**src/rtl/counter_snapshot_serializer.sv**
```systemverilog
// Snapshot a wide counter and stream it LS chunk first over valid/ready.
// Define COUNTER_SNAPSHOT_SERIALIZER_PARITY_EN to add the out_parity output.
module counter_snapshot_serializer #(
  parameter int WIDTH = 129,
  parameter int CHUNK = 32,
  localparam int NUM_WORDS = (WIDTH + CHUNK - 1) / CHUNK,
  localparam int IDX_W = (NUM_WORDS > 1) ? $clog2(NUM_WORDS) : 1
) (
  input  logic             clk,
  input  logic             reset,
  input  logic [WIDTH-1:0] count_in,
  input  logic             snap_req,
  output logic             busy,
  output logic [CHUNK-1:0] out_data,
  output logic             out_valid,
  input  logic             out_ready,
  output logic             out_last,
  output logic [IDX_W-1:0] out_index,
  output logic [7:0]       drop_cnt
`ifdef COUNTER_SNAPSHOT_SERIALIZER_PARITY_EN
  ,
  output logic             out_parity
`endif
);

  localparam int SW = NUM_WORDS * CHUNK;
  localparam int SLOTS = 2 ** IDX_W;
  localparam logic [IDX_W-1:0] LAST = IDX_W'(NUM_WORDS - 1);

  typedef enum logic {
    IDLE,
    SEND
  } state_t;

  state_t           state;
  logic [SW-1:0]    shadow;
  logic [SW-1:0]    ext;
  logic [CHUNK-1:0] words [SLOTS];
  logic [IDX_W-1:0] nxt_idx;
  logic [CHUNK-1:0] nxt_data;
  logic             hs;
  logic             final_hs;
  logic             cap;
  logic             adv;
  logic             fin;

  always_comb begin
    ext = '0;
    ext[WIDTH-1:0] = count_in;
  end

  // Pad to a power of two so any index value reads a defined zero word.
  always_comb begin
    for (int i = 0; i < SLOTS; i++) words[i] = '0;
    for (int i = 0; i < NUM_WORDS; i++) words[i] = shadow[i*CHUNK +: CHUNK];
  end

  assign nxt_idx  = out_index + IDX_W'(1);
  assign hs       = out_valid && out_ready;
  assign final_hs = hs && (out_index == LAST);
  assign cap      = snap_req && ((state == IDLE) || final_hs);
  assign adv      = hs && (out_index != LAST);
  assign fin      = final_hs && !snap_req;
  assign nxt_data = cap ? ext[CHUNK-1:0] : words[nxt_idx];
  assign busy     = (state == SEND);

  always_ff @(posedge clk) begin
    if (!reset) begin
      state     <= IDLE;
      shadow    <= '0;
      out_data  <= '0;
      out_valid <= 1'b0;
      out_last  <= 1'b0;
      out_index <= '0;
      drop_cnt  <= '0;
    end else begin
      if (cap) begin
        state     <= SEND;
        shadow    <= ext;
        out_data  <= nxt_data;
        out_valid <= 1'b1;
        out_index <= '0;
        out_last  <= (LAST == '0);
      end else if (adv) begin
        out_data  <= nxt_data;
        out_index <= nxt_idx;
        out_last  <= (nxt_idx == LAST);
      end else if (fin) begin
        state     <= IDLE;
        out_valid <= 1'b0;
        out_last  <= 1'b0;
        out_index <= '0;
      end
      // Requests that cannot start a new snapshot are counted, not queued.
      if (snap_req && (state == SEND) && !cap && (drop_cnt != 8'hFF))
        drop_cnt <= drop_cnt + 8'd1;
    end
  end

`ifdef COUNTER_SNAPSHOT_SERIALIZER_PARITY_EN
  always_ff @(posedge clk) begin
    if (!reset) out_parity <= 1'b0;
    else if (cap || adv) out_parity <= ^nxt_data;
  end
`endif

endmodule

```
**config.mk**
```make
export PLATFORM = sky130hd
export DESIGN_NAME = counter_snapshot_serializer
export DESIGN_NICKNAME = d
export VERILOG_FILES = /design/src/rtl/counter_snapshot_serializer.sv
export SDC_FILE = /design/constraint.sdc
export NUM_CORES = 1
export LEC_CHECK = 0
export CORE_AREA = 2 2 130 132
export DETAILED_ROUTE_END_ITERATION = 6
export DIE_AREA = 0 0 132 134
export PLACE_DENSITY = 0.76
export SYNTH_ARGS = -nofsm -noshare
export SYNTH_HDL_FRONTEND = slang
export SYNTH_SLANG_ARGS = --single-unit
```
**constraint.sdc**
```tcl
create_clock -name clk -period 2.08 [get_ports clk]
set_input_delay 0.416 -clock clk [delete_from_list [all_inputs] [get_ports clk]]
set_output_delay 0.416 -clock clk [all_outputs]
set_load 0.02 [all_outputs]
```
==> run summary, run 1 <==
### Run status
* **status** finished clean

### Floorplanning
* **Site Rows** 47
* **initial core utilization** 44.11%
* **top-level I/O count** 179
* **die area** 17690 sq um
* **Horiz. Die Dim** 132 microns
* **height of the die** 134 microns
* **Placeable Area** 16290 sq um

### Global routing
* **antenna violations before repair** 1
* **overflow left after global routing** 0
* **global-route wire length before repair** 30460 microns
* **maximum number of pins on one net before global-route repair** 57
* **number of global-route vias before repair** 6205
* **combined global-route utilization of all metal layers** 21.48%

### Clock tree
* **Longest Clk Path Bufs** 2
* **H-tree levels** 4
* **number of gates resized after cts** 1
* **number of sinks handled by clock tree synthesis** 174
* **clock slew seen by the registers of the worst setup and hold paths** 60 ps
* **cell at the root of the clock tree** clkbuf_16
* **CTS hold repair buffers** 0
* **worst skew pair latency** 420 ps
* **TritonCTS clock tree** yes
* **total CTS buffers** 17
* **setup repair bufs after CTS** 0

### Place
* **placed cell area** 9299 sq um
* **DP Worst Slack** 54.37 ps
* **final estimated routing congestion in global placement** 0.7890
* **number of port buffers** 178
* **detailed placement HPWL** 12780 microns

### Power
* **fraction of power consumed by combinational cells** 13.9%
* **worst-case vdd ir drop** 0.0005527 V
* **sw frac** 23.71%
* **portion of total power attributed to sequential cells** 44.0%
* **power dissipated by switching net loads** 1.947 mW
* **part of the power in the clock network** 42.0%
* **Static Leakage** 3.590 nW
* **total power density per cell area** 825.5 nW/um^2
* **Cell Int Power** 6.267 mW

### Critical path
* **top fanout value on the critical path** 7
* **crit path max-delay cell type** clkdlybuf4s50_1
* **gate family responsible for the most delay along the worst path** buffers and inverters
* **capture point of the worst reg-to-reg path** out_data[28]
* **Slowest Stage Delay on Critical Path** 650 ps
* **number of buffers and inverters on the critical path** 1
* **Reg-to-Reg Start** out_index[0]
* **Crit path arrival time** 1540 ps
* **crit path cell chain** clkdlybuf4s50_1
* **worst reg2reg path depth** 7
* **Critical Setup Path Class** reg -> out
* **setup slack on the worst flop-to-flop path** 160 ps
* **crit end category** output pin
* **crit path launch type** register
* **Worst EP required** 1660 ps

### Route
* **Avg Vias per Cell** 5.167
* **remaining antenna violation count after routing** 0
* **DRC viols** 0
* **first-pass detailed-route iteration total** 6
* **post-detailed-route wirelength per cell** 15.63 microns
* **total number of vias** 6211
* **DRT Wirelength** 18780 microns
* **initial drt markers** 348

### Finish
* **fraction of layout cells with a size suffix above 1** 12.13%
* **most frequent cells in the layout** nand2_1 (266), clkdlybuf4s50_1 (177), dfxtp_1 (171)
* **Area growth syn-to-layout** 38.48%
* **number of filler instances in the final layout** 1417
* **Final nets** 1105
* **commonest non-fill, non-tap cell in the layout** nand2_1
* **final std cell area, no fill** 9951 sq um

### Synth
* **total nets after synthesis** 935
* **Post-synth EDFFs** 0
* **Synth warnings** 0
* **post-synthesis sequential area ratio** 48.48%
* **synthesis-stage register bit count** 174
* **fraction of synthesis flops using an asynchronous set or reset pin** 0%
* **Mapped Avg Cell Area** 9.005 sq um
* **leading register cell type out of synthesis** dfxtp_1
* **total standard cell area after synthesis** 7186 sq um
* **gate count of the mapped netlist** 798
* **Synth cell types** 40

### Timing
* **Max Clock Skew** 9.037 ps
* **post-route fraction of the period consumed by the critical path** 93.95%
* **RSZ-0062 raised after global routing** no
* **Max Fclk** 0.5117 GHz
* **worst setup margin** 125.9 ps
* **clock period minus worst slack** 1954 ps
* **number of failing hold endpoints at the final stage** 0
* **count of endpoints failing setup in the final report** 0
* **worst-case headroom to the max-slew limit** 67.92%
* **Fin Hold WS** 451.4 ps
* **transition at the pin with the smallest max-transition slack** 481.2 ps
* **Pins Over Slew Limit** 0
* **final-layout setup total negative slack** 0 ps

### Hold path
* **Worst Hold End** shadow[16]
* **type of the tightest min-delay check** reg -> reg
* **cell depth of the worst hold path** 2
* **Worst Min Path Start** shadow[16]

### Job
* **max-capacitance violation count** 0

[power groups by stage]
stage / clock network (mW) / logic (mW) / registers [mW]
CTS: 3.51 / 1.15 / 3.62
global placement: 0 / 1.13 / 3.68
floorplan: 0 / 0.584 / 3.71
detailed placement: 0 / 1.15 / 3.69
finish: 3.45 / 1.14 / 3.62
global route: 3.66 / 1.24 / 3.64
[logic make-up (layout without fill, tap and decap cells)]
| kind of cell | count (synthesis) | count (layout) | share of synthesized area (%) |
|---|---|---|---|
| AOI/OAI and AO/OA | 213 | 213 | 16.96 |
| DFF | 174 | 174 | 48.48 |
| muxes | 35 | 35 | 10.46 |
| xor gates and xnor gates | 3 | 3 | 0.3657 |
| and+or+nand+nor | 297 | 297 | 16.32 |
| buffers and inverters | 72 | 255 | 6.721 |
| adders and majority gates | 4 | 4 | 0.6965 |
| other | 0 | 1 | 0 |
[routing by layer]
layer	track usage (%)	up-vias	wire length, microns
met5	0	-	0
met4	8.333	0	289
met1	26.83	2923	8147
met3	4.271	23	844
li1	-	3095	-
met2	36.78	170	9502
[flip-flops by register name, indices dropped and copies added, names as in the netlist]
name,flops
busy,1
drop_cnt,8
out_data,32
out_index,3
out_last,1
shadow,129
[stage by stage]
| stage | total power, mW | utilization, % | std cells |
|---|---|---|---|
| 2_1_floorplan | 4.297 | - | 798 |
| 3_3_place_gp | 4.812 | 57.09 | 1169 |
| 3_5_place_dp | 4.837 | 57.09 | 1169 |
| 4_1_cts | 8.285 | 61.05 | 1201 |
| 5_1_grt | 8.540 | 61.09 | 1202 |
| 6_report | 8.215 | 61.09 | 1202 |
[layout make-up]
| cell class | count | area [sq um] | area share [%] |
|---|---|---|---|
| antenna | 1 | 2.502 | 0.02515 |
| clock buffer | 18 | 429.2 | 4.313 |
| clock inverter | 14 | 215.2 | 2.163 |
| inverter | 5 | 23.77 | 0.2389 |
| multi-input combinational | 552 | 3256 | 32.72 |
| sequential | 174 | 3490 | 35.07 |
| tap | 220 | 275.3 | 2.766 |
| timing repair buffer | 218 | 2260 | 22.71 |
[cells in the mapped netlist (all sizes together) (5+ instances only)]
cell,number,share of area (%)
inv,5,0.26
dfxtp,174,48
mux4,32,10
a21oi,165,11
clkbuf,20,1.0
nand2,266,14
nand3,7,0.56
nor2,8,0.42
buf,47,5.4
a22oi,32,3.3
[how the worst max path moves through the flow]
stage,endpoint,depth (start not counted),slack [ps],startpoint
2_1_floorplan,out_data[10],9,7,out_index[0]
3_3_place_gp,shadow[22],7,120,out_ready
3_5_place_dp,out_data[22],7,50,out_ready
4_1_cts,out_index[2],1,10,out_index[2]
5_1_grt,out_data[23],7,40,out_index[0]
6_report,drop_cnt[7],1,130,drop_cnt[7]
(Power assumes the default switching activity.)
==> inputs of run 2 (changes only) <==
Settings changed: CAP_MARGIN set to 20, CORE_AREA 2 2 130 132 to 2 2 120 122, CTS_CLUSTER_SIZE set to 28, DIE_AREA 0 0 132 134 to 0 0 122 124, PLACE_DENSITY 0.76 to 0.84.
Clock period 2.08 ns to 2.31 ns, I/O delays scaled along.
==> run 2 against run 1 <==
  * Count of clock-buffer cells in the layout shrank 1
  * Wire length fell by 1.5%
  * Worst hold slack about the same
  * Clock power fell by 13%
  * Sequential power is 9.9% lower
  * Cell area shrank 2.9%
  * Setup slack worse by 19 ps
  * Highest routed layer unchanged
  * Via count grew 1.7%
  * Critical path depth increased by 1
  * Total power is 12% lower
  * Largest cell class unchanged
  * Final cell count fell by 5.2%
==> run summary, run 2 (synthesis results as in run 1) <==
### Run status
* **status** finished clean, unchanged

### Finish
* **final std cell area, no fill** 9658 sq um, was 9951 sq um
* **Area growth syn-to-layout** 34.41%, was 38.48%
* **registers with the most flip-flops** shadow (129), out_data (32), drop_cnt (8), unchanged
* **max reg flops** 129, unchanged
* **diodes inserted** 0, was 1
* **fraction of layout cells with a size suffix above 1** 9.896%, was 12.13%
* **most frequent cells in the layout** nand2_1 (266), clkdlybuf4s50_1 (178), dfxtp_1 (173), was nand2_1 (266), clkdlybuf4s50_1 (177), dfxtp_1 (171)
* **top register by number of flip-flops** shadow, unchanged
* **Final nets** 1084, was 1105
* **Post-Route Utilization** 70.40%, was 61.09%
* **commonest non-fill, non-tap cell in the layout** nand2_1, unchanged

### Timing
* **post-route fraction of the period consumed by the critical path** 95.38%
* **final-layout setup total negative slack** 0 ps, unchanged
* **count of endpoints failing setup in the final report** 0, unchanged
* **Pins Over Slew Limit** 0, unchanged
* **worst-case headroom to the max-slew limit** 52.01%, was 67.92%
* **number of failing hold endpoints at the final stage** 0, unchanged
* **Max Fclk** 0.4539 GHz
* **Max Clock Skew** 6.585 ps, was 9.037 ps
* **transition at the pin with the smallest max-transition slack** 719.9 ps, was 481.2 ps
* **clock period minus worst slack** 2203 ps
* **RSZ-0062 raised after global routing** no, unchanged

### Global routing
* **layer with the highest usage** met2, unchanged
* **GR met2 Demand/Resource** 38.83%, was 36.78%
* **combined global-route utilization of all metal layers** 24.00%, was 21.48%
* **maximum number of pins on one net before global-route repair** 75, was 57
* **overflow left after global routing** 0, unchanged
* **GR Util met3** 4.899%, was 4.271%
* **met1 global-route usage** 31.91%, was 26.83%
* **global-route wire length before repair** 28540 microns, was 30460 microns
* **number of global-route vias before repair** 5929, was 6205
* **antenna violations before repair** 0, was 1

### Floorplanning
* **Placeable Area** 13720 sq um, was 16290 sq um
* **top-level I/O count** 179, unchanged
* **Site Rows** 43, was 47
* **initial core utilization** 52.38%, was 44.11%
* **die area** 15130 sq um, was 17690 sq um
* **height of the die** 124 microns, was 134 microns
* **Horiz. Die Dim** 122 microns, was 132 microns

### Critical path
* **capture point of the worst reg-to-reg path** out_data[26], was out_data[28]
* **setup slack on the worst flop-to-flop path** 210 ps, was 160 ps
* **Worst Setup SP** out_index[0], was drop_cnt[7]
* **CP Capture Point** out_index[0], was drop_cnt[7]
* **worst reg2reg path depth** 6, was 7
* **top fanout value on the critical path** 20, was 7
* **crit path launch type** register, unchanged
* **crit end category** output pin, unchanged
* **Critical Setup Path Class** reg -> out, unchanged
* **Reg-to-Reg Start** out_index[1], was out_index[0]
* **Worst EP required** 1850 ps, was 1660 ps
* **Crit path arrival time** 1740 ps, was 1540 ps

### Power
* **fraction of power consumed by combinational cells** 13.5%, was 13.9%
* **sw frac** 24.41%, was 23.71%
* **total design power** 7.250 mW, was 8.215 mW
* **Cell Int Power** 5.480 mW, was 6.267 mW
* **worst-case vdd ir drop** 0.0005194 V, was 0.0005527 V
* **part of the power in the clock network** 41.6%, was 42.0%
* **total power density per cell area** 750.7 nW/um^2, was 825.5 nW/um^2
* **portion of total power attributed to sequential cells** 45.0%, was 44.0%
* **power dissipated by switching net loads** 1.770 mW, was 1.947 mW
* **Static Leakage** 3.430 nW, was 3.590 nW

### Clock tree
* **number of sinks handled by clock tree synthesis** 174, unchanged
* **Longest Clk Path Bufs** 2, unchanged
* **clock slew seen by the registers of the worst setup and hold paths** 70 ps, was 60 ps
* **worst skew pair latency** 430 ps, was 420 ps
* **CTS hold repair buffers** 0, unchanged
* **H-tree levels** 4, unchanged
* **TritonCTS clock tree** yes, unchanged
* **total CTS buffers** 17, unchanged
* **cell at the root of the clock tree** clkbuf_16, unchanged

### Route
* **post-detailed-route wirelength per cell** 16.23 microns, was 15.63 microns
* **total number of vias** 6314, was 6211
* **DRT Wirelength** 18500 microns, was 18780 microns
* **DRC viols** 0, unchanged
* **first-pass detailed-route iteration total** 5, was 6
* **initial drt markers** 741, was 348
* **remaining antenna violation count after routing** 0, unchanged
* **Avg Vias per Cell** 5.539, was 5.167

### Place
* **placed cell area** 9017 sq um, was 9299 sq um
* **detailed placement HPWL** 11690 microns, was 12780 microns
* **final estimated routing congestion in global placement** 0.7983, was 0.7890
* **number of port buffers** 178, unchanged

### Hold path
* **type of the tightest min-delay check** reg -> reg, unchanged

### Job
* **max-capacitance violation count** 0, unchanged

==> run 2: metal layers <==
metal  wire (microns)  share of wire, %
met5                0                 0
met1             7914                43
met4              344               1.9
met3             1278               6.9
met2             8963                48
==> run 2: critical path, stage by stage, from the launching register on <==
cell,delay [ps]
dfxtp_2,330
buf_4,310
clkdlybuf4s50_1,670
==> run 2: area by class of cell <==
class / count / area, sq um
Timing Repair Buffer: 196 / 2042
Multi-Input combinational cell: 553 / 3264
Tap cell: 180 / 225.2
Clock inverter: 15 / 195.2
Sequential cell: 174 / 3485
Inverter: 5 / 21.27
Clock buffer: 17 / 425.4
Fill cell: 1037 / 4061
==> run 2: how the worst min path moves through the flow <==
stage,cells after the start,slack (ps),start,end
finish,2,450,shadow[17],shadow[17]
global route,2,470,shadow[88],shadow[88]
CTS,2,450,shadow[17],shadow[17]
detailed placement,2,440,shadow[17],shadow[17]
global placement,2,440,shadow[18],shadow[18]
floorplan,2,430,shadow[0],shadow[0]
==> run 2: per-stage QoR <==
stage,instances,setup slack [ps],hold WS [ps]
finish,1140,106.8,451.0
CTS,1139,87.40,453.4
global route,1140,50.19,471.3
global placement,1107,-25.44,438.8
floorplan,798,0.9901,433.1
detailed placement,1107,-81.09,444.1
==> run 2: repair_timing <==
| action | in CTS | in global routing |
|---|---|---|
| setup buffers | 0 | 0 |
| setup endpoints to repair | 0 | 32 |
| gates resized for setup | 0 | 1 |
==> run 2: power groups by stage <==
stage               clock network, mW  logic [mW]  registers [mW]
floorplan                           0       0.513            3.34
global placement                    0       0.945            3.32
detailed placement                  0       0.962            3.32
CTS                              3.05       0.970            3.26
global route                     3.16        1.06            3.28
finish                           3.01       0.977            3.26
